File: config.mk
export PLATFORM = sky130hd
export DESIGN_NAME = seq_detector_param
export DESIGN_NICKNAME = d
export VERILOG_FILES = /design/src/rtl/seq_det_pkg.sv /design/src/rtl/seq_det_window_cmp.sv /design/src/rtl/seq_detector_param.sv
export SDC_FILE = /design/constraint.sdc
export NUM_CORES = 1
export LEC_CHECK = 0
export BUFFER_PORTS_ARGS = -buffer_cell sky130_fd_sc_hd__buf_2
export CAP_MARGIN = 40
export CORE_MARGIN = 5
export CORE_UTILIZATION = 46
export DETAILED_ROUTE_END_ITERATION = 12
export PLACE_DENSITY = 0.65
export SLEW_MARGIN = 10
export SYNTH_ARGS = -nofsm -noshare
export SYNTH_HDL_FRONTEND = slang
export SYNTH_SLANG_ARGS = --single-unit
File: constraint.sdc
create_clock -name clk -period 3.7 [get_ports clk]
set_input_delay 0.185 -clock clk [delete_from_list [all_inputs] [get_ports clk]]
set_output_delay 0.185 -clock clk [all_outputs]
set_load 0.02 [all_outputs]
File: src/rtl/seq_det_pkg.sv
// -----------------------------------------------------------------------------
// seq_det_pkg
// Shared constants and helpers for the parametrised serial sequence detector.
//   OVL_ON / OVL_OFF : encodings of the overlap-mode configuration bit
//   cnt_max(w)       : all-ones value of a w-bit counter (saturation limit)
//   len_legal(l, m)  : 1 when pattern length l is usable (1..m)
// -----------------------------------------------------------------------------
package seq_det_pkg;

    localparam logic OVL_ON  = 1'b1;
    localparam logic OVL_OFF = 1'b0;

    // Saturation limit of a w-bit counter; w = 64 wraps the shift to zero and
    // the subtraction then yields all ones, which is still the right answer.
    function automatic logic [63:0] cnt_max(input int unsigned w);
        return (64'd1 << w) - 64'd1;
    endfunction

    function automatic logic len_legal(input logic [31:0] len, input logic [31:0] max);
        return (len != 32'd0) && (len <= max);
    endfunction

endpackage

File: src/rtl/seq_det_window_cmp.sv
// -----------------------------------------------------------------------------
// seq_det_window_cmp
// Combinational masked compare of the bit window against the configured
// pattern. Only the low cfg_len bits take part; the upper bits are don't-care.
// Length legality and fill qualification are handled by the caller.
//   w         in  PATTERN_W  window, newest bit in w[0]
//   cfg_pat   in  PATTERN_W  latched pattern, last-received bit in cfg_pat[0]
//   cfg_len   in  LEN_W      latched pattern length
//   raw_match out 1          low cfg_len bits of w equal those of cfg_pat
// -----------------------------------------------------------------------------
module seq_det_window_cmp
    import seq_det_pkg::*;
#(
    parameter  int PATTERN_W = 8,
    localparam int LEN_W     = $clog2(PATTERN_W + 1)
) (
    input  logic [PATTERN_W-1:0] w,
    input  logic [PATTERN_W-1:0] cfg_pat,
    input  logic [LEN_W-1:0]     cfg_len,
    output logic                 raw_match
);

    logic [PATTERN_W-1:0] mask;

    always_comb begin
        // NOTE: every always_comb output gets a default before any conditional
        // logic, so no path can leave it unassigned and infer a latch.
        mask      = '0;
        raw_match = 1'b0;
        for (int i = 0; i < PATTERN_W; i++) begin
            mask[i] = (i < int'(cfg_len));
        end
        raw_match = (((w ^ cfg_pat) & mask) == '0);
    end

endmodule

File: src/rtl/seq_detector_param.sv
// -----------------------------------------------------------------------------
// seq_detector_param
// Runtime-programmable serial sequence detector (Mealy). Detects a pattern of
// 1..PATTERN_W bits on the qualified serial stream, overlapping or not, and
// keeps a saturating match counter.
//   clk         in  1          clock, rising edge
//   rst         in  1          asynchronous active-high reset
//   x           in  1          serial data bit
//   in_valid    in  1          x is valid this cycle
//   cfg_load    in  1          latch pattern/pat_len/overlap, restart detection
//   pattern     in  PATTERN_W  pattern, pattern[pat_len-1] received first
//   pat_len     in  LEN_W      pattern length, legal 1..PATTERN_W
//   overlap     in  1          1 = overlapping, 0 = non-overlapping detection
//   cnt_clr     in  1          synchronous clear of match_count (wins over +1)
//   z           out 1          same-cycle match flag
//   match_count out CNT_W      saturating match count
// -----------------------------------------------------------------------------
module seq_detector_param
    import seq_det_pkg::*;
#(
    parameter  int PATTERN_W = 8,
    parameter  int CNT_W     = 16,
    localparam int LEN_W     = $clog2(PATTERN_W + 1)
) (
    input  logic                 clk,
    input  logic                 rst,
    input  logic                 x,
    input  logic                 in_valid,
    input  logic                 cfg_load,
    input  logic [PATTERN_W-1:0] pattern,
    input  logic [LEN_W-1:0]     pat_len,
    input  logic                 overlap,
    input  logic                 cnt_clr,
    output logic                 z,
    output logic [CNT_W-1:0]     match_count
);

    localparam logic [CNT_W-1:0] CNT_MAX  = CNT_W'(cnt_max(CNT_W));
    localparam logic [LEN_W-1:0] FILL_MAX = LEN_W'(PATTERN_W);

    // The oldest history bit would only ever be shifted out of the window,
    // so just PATTERN_W-1 previous bits are kept.
    logic [PATTERN_W-2:0] hist;
    logic [LEN_W-1:0]     fill;
    logic [PATTERN_W-1:0] cfg_pat;
    logic [LEN_W-1:0]     cfg_len;
    logic                 cfg_ovl;
    logic [CNT_W-1:0]     count_q;

    logic [PATTERN_W-1:0] w;
    logic                 raw_match;
    logic                 len_ok;
    logic                 enough;
    logic                 match;

    assign w = {hist, x};

    seq_det_window_cmp #(
        .PATTERN_W (PATTERN_W)
    ) u_cmp (
        .w         (w),
        .cfg_pat   (cfg_pat),
        .cfg_len   (cfg_len),
        .raw_match (raw_match)
    );

    assign len_ok = len_legal(32'(cfg_len), 32'(PATTERN_W));
    // Current bit plus accumulated bits must cover the whole pattern, so stale
    // history from before a restart never completes a match.
    assign enough = (32'(fill) + 32'd1) >= 32'(cfg_len);
    assign match  = in_valid & len_ok & enough & raw_match;

    // cfg_load discards the same-cycle bit, so it also masks the flag.
    assign z = match & ~cfg_load;

    assign match_count = count_q;

    // Detector state: history, fill level and latched configuration.
    always_ff @(posedge clk or posedge rst) begin
        if (rst) begin
            hist    <= '0;
            fill    <= '0;
            cfg_pat <= '0;
            cfg_len <= '0;      // illegal: idle until the first cfg_load
            cfg_ovl <= OVL_ON;
        end else if (cfg_load) begin
            // NOTE: clocked state uses non-blocking assignments so every
            // register samples pre-edge values regardless of statement order.
            cfg_pat <= pattern;
            cfg_len <= pat_len;
            cfg_ovl <= overlap;
            hist    <= '0;
            fill    <= '0;
        end else if (in_valid) begin
            hist <= w[PATTERN_W-2:0];
            if (match && (cfg_ovl == OVL_OFF)) begin
                fill <= '0;     // consumed bits may not start the next match
            end else if (fill != FILL_MAX) begin
                fill <= fill + LEN_W'(1);
            end
        end
    end

    // Saturating match counter; clear has priority over a coincident match.
    always_ff @(posedge clk or posedge rst) begin
        if (rst) begin
            count_q <= '0;
        end else if (cnt_clr) begin
            count_q <= '0;
        end else if (z && (count_q != CNT_MAX)) begin
            count_q <= count_q + CNT_W'(1);
        end
    end

endmodule

==> flow_summary.yaml <==
global_route:
  grt_usage: 0.148
  antenna_found_initial: 0
  first_global_vias: 1569
  grt_max_degree: 41
  grt_pass1_wl_mm: 7.36
  grt-ovfl-total: 0
timing:
  timing.final.hold_violations: 0
  skew_ns: 0.0114
  final.period_utilization: 0.791
  slew_headroom: 0.639
  worst_slew_pin_slew_ns: 0.541
  period_needed_ns: 2.93
  drv_slew: 0
  rsz0062_at_grt: "false"
  setup_viol: 0
  fmax_ghz: 0.342
  fin_tns_setup_ns: 0
setup_path:
  crit_arrival_ns: 3.11
  worstPathMaxFanout: 16
  startpoint_type: "flip-flop"
  crit_chain: "ha_1 -> xor2_1 -> ha_1 -> o21ai_0 -> o21ai_0 -> nand4b_2 -> o31ai_2 -> o32ai_1 -> a21o_1"
  cp_slowest_cell: "o31ai_2"
  end_kind: "flip-flop"
  critPathKind: "reg -> reg"
  critPathMaxStageDelay_ns: 0.58
  required_ns: 3.88
pwr:
  p_int_uw: 655
  clockPowerShare: 0.347
  ir_drop_v: 0.000264
  p_sw_uw: 237
  pwr-share-seq: 0.533
  p_leak_uw: 0.00116
  powerDensity_nw_per_um2: 350
  comb_power_share: 0.120
  p_sw_frac: 0.265
flow_run:
  cap_violations: 0
detailed_routing:
  first_pass_iters: 4
  via_per_inst: 5.11
  wirelength_mm: 4.22
  wl_per_cell_um: 13.4
  detail_route.iter0.violations: 67
  num_vias: 1610
  ant_nets: 0
  drc: 0
cells_and_area:
  ff_latch_area_sq_um: 1000
  antennaDiodeCount: 0
  fill_cells: 412
  final_cell_area_sq_um: 2540
  multi_input_area_sq_um: 1140
  nets: 273
  syn_to_final_growth_pct: 13.7
  drive_gt1_frac: 0.298
synth:
  ys_seq_area_frac: 0.448
  synth-main-ff-cell: "dfrtp_1"
  synth-async-reset-ratio: 1.00
  netlist_instances: 213
  yosysMostFrequentCell: "dfrtp_1"
  synth_area_sq_um: 2240
  synth_cell_type_count: 52
  synth_edf_count: 0
  synth.area.top_cells: "dfrtp_1, mux2_2, xnor2_1"
  synth_top_area_frac: 0.436
  synth-seq-cells: 40
  yosysWarningCount: 0
  syn_nets: 239
  syn_area_per_cell_sq_um: 10.5
  synthTopCellsByCount: "dfrtp_1, nor2_1, mux2_2"
  yosys.area.top_type: "dfrtp_1"
clock_tree:
  cts_resized: 0
  cts_tree: "yes"
  cts_hold_buffers: 0
  cts_max_level: 2
  path_clk_slew_ns: 0.08
  clock_latency_ns: 0.30
  clockRootBuffer: "clkbuf_8"
  clk_path_buf_depth: 2
  post_cts.repair.setup_buffers: 0
  cts_sinks: 40
  cts_buffers: 5
floorplan:
  rows: 25
  coreArea_sq_um: 4720
  num_io_pins: 36
  die_x_um: 79.8
  start_util: 0.474
  dieArea_sq_um: 6360
  die_h_um: 79.8
outcome:
  status: "complete, no violations"
placement:
  port-buffer-count: 35
  postPlaceCellArea_sq_um: 2450
  gp_congestion: 0.736
  hpwl_mm: 3.02
hold_path:
  hp-class: "in -> async"
layout make-up:
| type | instances | area share |
|---|---|---|
| clock buffer | 6 | 0.0324 |
| clock inverter | 2 | 0.00590 |
| inverter | 10 | 0.0147 |
| multi-input combinational | 154 | 0.448 |
| sequential | 40 | 0.394 |
| tap | 67 | 0.0329 |
| timing repair buffer | 36 | 0.0718 |
cell families after synthesis:
group / Yosys count / share of synthesized area
compound gates: 37 / 0.115
xor+xnor: 15 / 0.0620
fa+ha+maj: 7 / 0.0391
buf+inv: 19 / 0.0425
flops: 40 / 0.448
mux: 23 / 0.111
simple gates: 72 / 0.183
layer usage:
metal | routed length (um) | global-route usage | vias to the layer above
met5 | 0 | 0 | -
met4 | 77 | 0.0659 | 0
li1 | - | - | 824
met2 | 1810 | 0.212 | 29
met3 | 150 | 0.0339 | 7
met1 | 2190 | 0.212 | 750
cell usage in the layout (no fill, tap or decap), types with 2 or more instances in the layout:
| cell | n |
|---|---|
| nor2_1 | 22 |
| inv_1 | 9 |
| o31ai_1 | 4 |
| nor3_1 | 6 |
| a21o_1 | 2 |
| nand3_1 | 5 |
| dfrtp_1 | 39 |
| nand2_1 | 10 |
| clkinvlp_4 | 2 |
| and3_1 | 2 |
| nand2b_1 | 2 |
| clkbuf_8 | 6 |
| o21ai_0 | 7 |
| xor2_1 | 3 |
| buf_2 | 35 |
| o22ai_1 | 2 |
| a21oi_1 | 8 |
| nor2b_1 | 4 |
| ha_1 | 7 |
| a211oi_1 | 2 |
| xnor2_1 | 11 |
| nand4_1 | 5 |
| or4_1 | 4 |
| mux2i_1 | 9 |
| o211ai_1 | 2 |
| mux2_2 | 14 |
per-stage QoR:
step	total power [uW]	utilization	std cells	hold slack, ns	setup WS (ns)
after floorplan	567	-	213	0.306	1.28
after detailed placement	593	0.518	307	0.338	0.797
after CTS	906	0.539	315	0.0154	0.766
final	892	0.539	315	0.00333	0.773
after global placement	591	0.518	307	0.345	0.860
after global routing	938	0.539	315	0.0616	0.589
final timing paths:
check / startpoint / end / slack [ns] / cells after the start
max: fill[0] / fill[0] / 0.77 / 9
max reg2reg: fill[0] / fill[0] / 0.77 / 9
min reg2reg: cfg_pat[0] / cfg_pat[0] / 0.53 / 1
min in group clk: pat_len[2] / cfg_len[2] / 0.09 / 3
max in group asynchronous: rst / cfg_ovl / 3.34 / 3
min: rst / match_count[15] / 0.003 / 3
critical path: cells and delay by family (launching register included):
kind,cells,cell delay (ns)
XOR/XNOR,1,0.16
adder cells (fa/ha/maj),2,0.54
AND/OR/NAND/NOR,1,0.46
flip-flops,1,0.44
AO/OA/AOI/OAI,5,1.21
power groups by stage:
stage	registers, uW	logic (uW)	clock network [uW]
2_1_floorplan	477	90.4	0
3_3_place_gp	484	107	0
3_5_place_dp	484	109	0
4_1_cts	475	109	322
5_1_grt	479	122	337
6_report	475	107	310
state kept, by name, indices dropped and copies added (netlist names):
signal and flops:
fill 4, cfg_len 4, hist 7, cfg_pat 8
cfg_ovl 1, match_count 16
Power figures use the tool's default switching activity.
